==> src/rtl/mem_arb_pkg.sv <==
// Shared types and constants for the fetch/data memory port arbiter.
package mem_arb_pkg;

    typedef enum logic [2:0] {
        IDLE    = 3'd0,
        RD_ADDR = 3'd1,
        RD_WAIT = 3'd2,
        RD_CAP  = 3'd3,
        WR      = 3'd4,
        DONE    = 3'd5
    } state_t;

    // Cycles spent in RD_ADDR..RD_CAP before the DONE cycle.
    localparam int RD_LATENCY = 3;

    function automatic logic misaligned(input logic [1:0] lsb);
        return lsb != 2'b00;
    endfunction

endpackage

==> src/rtl/mem_port_arbiter_if.sv <==
// Requester/memory-side bundle of the port arbiter; master drives requests, slave is the arbiter.
interface mem_port_arbiter_if;
    import mem_arb_pkg::*;

    // Requester holds req and operands until its done pulse; done is a single-cycle strobe.
    logic        req_if;
    logic [31:0] addr_if;
    logic        req_dt;
    logic        dt_we;
    logic [31:0] addr_dt;
    logic [31:0] wdata_dt;
    logic [31:0] mem_rdata;
    logic [31:0] mem_addr;
    logic [31:0] mem_wdata;
    logic        mem_we;
    logic        gnt_if;
    logic        gnt_dt;
    logic        done_if;
    logic        done_dt;
    logic [31:0] rdata;
    logic        addr_err;
    logic        busy;
    state_t      state;

    modport master (
        output req_if, addr_if, req_dt, dt_we, addr_dt, wdata_dt, mem_rdata,
        input  mem_addr, mem_wdata, mem_we, gnt_if, gnt_dt, done_if, done_dt,
               rdata, addr_err, busy, state
    );

    modport slave (
        input  req_if, addr_if, req_dt, dt_we, addr_dt, wdata_dt, mem_rdata,
        output mem_addr, mem_wdata, mem_we, gnt_if, gnt_dt, done_if, done_dt,
               rdata, addr_err, busy, state
    );

endinterface

==> src/rtl/rr_pick2.sv <==
// Two-way round-robin picker: combinational winner, last_gnt updated when a grant is taken.
module rr_pick2 (
    input  logic clock,
    input  logic reset,
    input  logic req_if,
    input  logic req_dt,
    input  logic take,
    output logic any_req,
    output logic win_dt
);

    // 1 = data port won last; reset to data so fetch wins the first tie.
    logic last_gnt;

    always_comb begin
        any_req = req_if | req_dt;
        win_dt  = req_dt;
        if (req_if && req_dt) begin
            win_dt = ~last_gnt;
        end
    end

    always_ff @(posedge clock or posedge reset) begin
        if (reset) begin
            last_gnt <= 1'b1;
        end else if (take) begin
            last_gnt <= win_dt;
        end
    end

endmodule

==> src/rtl/mem_port_arbiter.sv <==
// Shares one single-ported memory between an instruction-fetch and a data requester.
module mem_port_arbiter
    import mem_arb_pkg::*;
(
    input  logic              clock,
    input  logic              reset,
    mem_port_arbiter_if.slave bus
);

    state_t      state_q;
    state_t      state_d;
    logic        any_req;
    logic        win_dt;
    logic        take;
    logic        own_dt_q;
    logic        mis_q;
    logic [31:0] addr_q;
    logic [31:0] wdata_q;
    logic [31:0] rdata_q;
    logic [31:0] pick_addr;

    rr_pick2 u_pick (
        .clock   (clock),
        .reset   (reset),
        .req_if  (bus.req_if),
        .req_dt  (bus.req_dt),
        .take    (take),
        .any_req (any_req),
        .win_dt  (win_dt)
    );

    assign take      = (state_q == IDLE) && any_req;
    assign pick_addr = win_dt ? bus.addr_dt : bus.addr_if;

    always_ff @(posedge clock or posedge reset) begin
        if (reset) begin
            state_q  <= IDLE;
            own_dt_q <= 1'b0;
            mis_q    <= 1'b0;
            addr_q   <= 32'd0;
            wdata_q  <= 32'd0;
            rdata_q  <= 32'd0;
        end else begin
            state_q <= state_d;
            if (take) begin
                own_dt_q <= win_dt;
                mis_q    <= misaligned(pick_addr[1:0]);
                addr_q   <= pick_addr;
                wdata_q  <= win_dt ? bus.wdata_dt : 32'd0;
            end
            if (state_q == RD_CAP) begin
                rdata_q <= bus.mem_rdata;
            end
        end
    end

    always_comb begin
        state_d       = state_q;
        bus.state     = state_q;
        bus.busy      = (state_q != IDLE);
        bus.rdata     = rdata_q;
        bus.mem_addr  = 32'd0;
        bus.mem_wdata = 32'd0;
        bus.mem_we    = 1'b0;
        bus.gnt_if    = 1'b0;
        bus.gnt_dt    = 1'b0;
        bus.done_if   = 1'b0;
        bus.done_dt   = 1'b0;
        bus.addr_err  = 1'b0;

        case (state_q)
            IDLE: begin
                if (any_req) begin
                    // A fetch never writes, whatever dt_we says.
                    if (misaligned(pick_addr[1:0]))  state_d = DONE;
                    else if (win_dt && bus.dt_we)    state_d = WR;
                    else                             state_d = RD_ADDR;
                end
            end
            RD_ADDR: state_d = RD_WAIT;
            RD_WAIT: state_d = RD_CAP;
            RD_CAP:  state_d = DONE;
            WR:      state_d = DONE;
            DONE:    state_d = IDLE;
            default: state_d = IDLE;
        endcase

        if (state_q != IDLE) begin
            bus.gnt_if = ~own_dt_q;
            bus.gnt_dt = own_dt_q;
            if (!mis_q) begin
                bus.mem_addr = addr_q;
            end
        end
        if (state_q == WR) begin
            bus.mem_we    = 1'b1;
            bus.mem_wdata = wdata_q;
        end
        if (state_q == DONE) begin
            bus.done_if  = ~own_dt_q;
            bus.done_dt  = own_dt_q;
            bus.addr_err = mis_q;
        end
    end

endmodule

==> src/flat_wrapper.sv <==
// flat-port wrapper written by rule: the top's interface ports become plain ports
module mem_port_arbiter_flat import mem_arb_pkg::*;
  (clock, reset, bus_req_if, bus_addr_if, bus_req_dt, bus_dt_we, bus_addr_dt, bus_wdata_dt, bus_mem_rdata, bus_mem_addr, bus_mem_wdata, bus_mem_we, bus_gnt_if, bus_gnt_dt, bus_done_if, bus_done_dt, bus_rdata, bus_addr_err, bus_busy, bus_state);
  mem_port_arbiter_if bus_i ();
  input  logic clock;
  input  logic reset;
  input wire logic [$bits(bus_i.req_if)-1:0] bus_req_if;
  input wire logic [$bits(bus_i.addr_if)-1:0] bus_addr_if;
  input wire logic [$bits(bus_i.req_dt)-1:0] bus_req_dt;
  input wire logic [$bits(bus_i.dt_we)-1:0] bus_dt_we;
  input wire logic [$bits(bus_i.addr_dt)-1:0] bus_addr_dt;
  input wire logic [$bits(bus_i.wdata_dt)-1:0] bus_wdata_dt;
  input wire logic [$bits(bus_i.mem_rdata)-1:0] bus_mem_rdata;
  output wire logic [$bits(bus_i.mem_addr)-1:0] bus_mem_addr;
  output wire logic [$bits(bus_i.mem_wdata)-1:0] bus_mem_wdata;
  output wire logic [$bits(bus_i.mem_we)-1:0] bus_mem_we;
  output wire logic [$bits(bus_i.gnt_if)-1:0] bus_gnt_if;
  output wire logic [$bits(bus_i.gnt_dt)-1:0] bus_gnt_dt;
  output wire logic [$bits(bus_i.done_if)-1:0] bus_done_if;
  output wire logic [$bits(bus_i.done_dt)-1:0] bus_done_dt;
  output wire logic [$bits(bus_i.rdata)-1:0] bus_rdata;
  output wire logic [$bits(bus_i.addr_err)-1:0] bus_addr_err;
  output wire logic [$bits(bus_i.busy)-1:0] bus_busy;
  output wire logic [$bits(bus_i.state)-1:0] bus_state;
  assign bus_i.req_if = bus_req_if;
  assign bus_i.addr_if = bus_addr_if;
  assign bus_i.req_dt = bus_req_dt;
  assign bus_i.dt_we = bus_dt_we;
  assign bus_i.addr_dt = bus_addr_dt;
  assign bus_i.wdata_dt = bus_wdata_dt;
  assign bus_i.mem_rdata = bus_mem_rdata;
  assign bus_mem_addr = bus_i.mem_addr;
  assign bus_mem_wdata = bus_i.mem_wdata;
  assign bus_mem_we = bus_i.mem_we;
  assign bus_gnt_if = bus_i.gnt_if;
  assign bus_gnt_dt = bus_i.gnt_dt;
  assign bus_done_if = bus_i.done_if;
  assign bus_done_dt = bus_i.done_dt;
  assign bus_rdata = bus_i.rdata;
  assign bus_addr_err = bus_i.addr_err;
  assign bus_busy = bus_i.busy;
  assign bus_state = bus_i.state;
  mem_port_arbiter u_core (.clock(clock), .reset(reset), .bus(bus_i));
endmodule
==> config.mk <==
export PLATFORM = sky130hd
export DESIGN_NAME = mem_port_arbiter_flat
export DESIGN_NICKNAME = d
export VERILOG_FILES = /design/src/rtl/mem_arb_pkg.sv /design/src/rtl/mem_port_arbiter_if.sv /design/src/rtl/rr_pick2.sv /design/src/rtl/mem_port_arbiter.sv /design/src/flat_wrapper.sv
export SDC_FILE = /design/constraint.sdc
export NUM_CORES = 1
export LEC_CHECK = 0
export ABC_AREA = 1
export ABC_CLOCK_PERIOD_IN_PS = 5100
export CORE_MARGIN = 2
export CORE_UTILIZATION = 40
export CTS_CLUSTER_SIZE = 20
export DETAILED_ROUTE_END_ITERATION = 10
export MAX_ROUTING_LAYER = met4
export PLACE_DENSITY = 0.9
export SYNTH_ARGS = -nofsm -noshare
export SYNTH_HDL_FRONTEND = slang
export SYNTH_SLANG_ARGS = --single-unit
export TNS_END_PERCENT = 20
==> constraint.sdc <==
create_clock -name clock -period 5.1 [get_ports clock]
set_input_delay 1.53 -clock clock [delete_from_list [all_inputs] [get_ports clock]]
set_output_delay 1.53 -clock clock [all_outputs]
set_load 0.02 [all_outputs]
==> flow_summary.json <==
{
  "syn_avg_cell_area_um2": 8.13,
  "grt_max_degree": 88,
  "setup-tns-final_ns": 0,
  "antenna_cells": 0,
  "routed_wl_um": 13500,
  "clock_path_buffers": 2,
  "p_leak_nw": 3.27,
  "cp.required_ns": 3.57,
  "final_cells": 940,
  "outcome": "finished, final reports clean",
  "ios": 239,
  "finalNetCount": 925,
  "synth_area_leader_cell": "dfrtp_1",
  "cts_setup_buffers": 0,
  "yosysTopAreaCellShare_pct": 54.2,
  "critPathMaxFanout": 32,
  "area_growth_pct": 57.6,
  "relSlewSlack_pct": 30.5,
  "use_met2_pct": 37.3,
  "ys_top_cells_by_area": "dfrtp_1, nand2_1, nor2_1",
  "setup_slack_ns": 1.11,
  "worstSkewPairLatency_ns": 0.33,
  "tightest_slew_ns": 1.04,
  "yosys_warnings": 0,
  "yosysUniqueCellTypes": 22,
  "fin_crit_sh_pct": 78.3,
  "dp.cells": 924,
  "syn_nets": 706,
  "fmax_ghz": 0.250,
  "die_w_um": 112,
  "postSynthCellCount": 573,
  "dieArea_um2": 12500,
  "grt_pass1_vias": 4549,
  "hold_violations": 0,
  "initial_core_util_pct": 41.0,
  "clk_pin_slew_worst_paths_ns": 0.07,
  "max_cap_viol_count": 0,
  "slew_viol_final": 0,
  "htreeDepth": 3,
  "via_per_inst": 4.81,
  "drc": 0,
  "min_path_type": "register to register",
  "rsz0062_at_grt": "no",
  "peakVddDrop_v": 0.000346,
  "worst-setup-path-type": "register to primary output",
  "endpoint_kind": "primary output",
  "grt_use_met1_pct": 28.2,
  "utilization_pct": 64.6,
  "cts_inserted_buffers": 9,
  "pre_cts_slack_ns": 1.25,
  "final-setup-viol-count": 0,
  "mostFrequentLayoutCell": "clkdlybuf4s50_1",
  "post-dp-hpwl_um": 9830,
  "crit_arrival_ns": 2.46,
  "cts_root_buffer": "clkbuf_16",
  "num_vias": 4525,
  "fin_crit_ns": 3.99,
  "drive_gt1_share_pct": 4.14,
  "rows": 39,
  "powerDensity_nw_per_um2": 581,
  "cts_tree": "yes",
  "drtAntennaViolNets": 0,
  "grt_pass1_wl_um": 21900,
  "synthesis.area_um2": 4660,
  "cts_sinks": 102,
  "start_kind": "register",
  "cts_hold_buf": 0,
  "drt_iter0_drc": 288,
  "grt_overflow": 0,
  "die_y_um": 112,
  "grt.busiest_layer": "met2",
  "met3_usage_pct": 3.16,
  "routabilityCongestion": 0.840,
  "grtUsageTotal_pct": 22.4,
  "cts_resized": 0,
  "coreArea_um2": 11400,
  "port_buffers": 238,
  "antenna_found_initial": 0,
  "synth-seq-cells": 102,
  "routedWlPerCell_um": 14.3,
  "ys_seq_area_share_pct": 54.8,
  "skew_ns": 0.00593,
  "drt_pass1_iterations": 5,
  "most-common-layout-cells": "clkdlybuf4s50_1, nand2_1, nor2_1"
}
-- worst max-delay path: stages (launching register included) --
cell,delay (ns)
dfrtp_1,0.48
nor3_4,0.26
inv_1,0.46
nor2_1,0.28
clkdlybuf4s50_1,0.64
-- per-stage QoR --
stage               total power [W]  area [µm²]  hold WS, ns
floorplan                   0.00273        4660        0.442
global placement            0.00360        7070        0.452
detailed placement          0.00366        7070        0.458
CTS                         0.00431        7340        0.474
global route                0.00459        7340        0.496
finish                      0.00427        7340        0.469
-- path summary, 6_finish.rpt --
kind / depth (start not counted) / slack (ns) / startpoint / to
max in group asynchronous: 3 / 2.47 / reset / u_core.bus.state[1]
hold reg to reg: 2 / 0.47 / u_core.bus.rdata[14] / u_core.bus.rdata[14]
setup reg to reg: 6 / 2.87 / u_core.u_pick.last_gnt / u_core.addr_q[24]
setup / recovery: 4 / 1.11 / u_core.bus.state[0] / bus_mem_wdata[14]
hold / removal: 2 / 0.47 / u_core.bus.rdata[14] / u_core.bus.rdata[14]
min in group asynchronous: 2 / 1.83 / reset / u_core.bus.rdata[6]
-- registers in the layout (all words and copies together), names as in the netlist --
| register | count |
|---|---|
| u_core.wdata_q | 32 |
| u_core.u_pick.last_gnt | 1 |
| u_core.bus.rdata | 32 |
| u_core.addr_q | 32 |
| u_core.mis_q | 1 |
| u_core.bus.state | 3 |
| u_core.own_dt_q | 1 |
-- layout make-up --
type	count	area, µm²
clock buffer	10	229
clock inverter	6	46.3
fill	945	4030
inverter	76	288
multi-input combinational	360	1610
sequential	102	2550
tap	143	179
timing repair buffer	243	2430
-- synth_stat cells --
master	number
buf_6	4
nor3_4	1
a21oi_1	3
nand3_1	35
clkbuf_1	11
nor2_4	3
o21ai_0	45
buf_4	8
nor3_1	1
buf_2	12
inv_2	5
nand3b_1	2
dfstp_2	1
nand2_1	113
o21ai_1	21
dfrtp_1	101
a21o_1	1
o22ai_1	30
nor2_1	103
inv_1	71
nand2_2	1
nand2_4	1
-- kinds of logic (layout without fill, tap and decap cells) --
kind of cell	after synthesis	after routing	synth area share (%)
and+or+nand+nor	260	260	23.0
buffers and inverters	111	335	10.6
AOI/OAI and AO/OA	100	100	11.6
DFF	102	102	54.8
-- routing by layer --
layer,part of all wire (%),routed length (µm)
met1,43,5830
met2,49,6540
met3,5.7,767
met4,2.5,331
met5,0,0
-- where the power goes --
group / switching, W / internal, W / total (W)
Sequential: 0.000164 / 0.00121 / 0.00138
Combinational: 0.00131 / 0.000949 / 0.00226
Clock: 0.000297 / 0.000335 / 0.000632
Total: 0.00177 / 0.00250 / 0.00427
No activity file was read; power rests on OpenSTA's default activity.
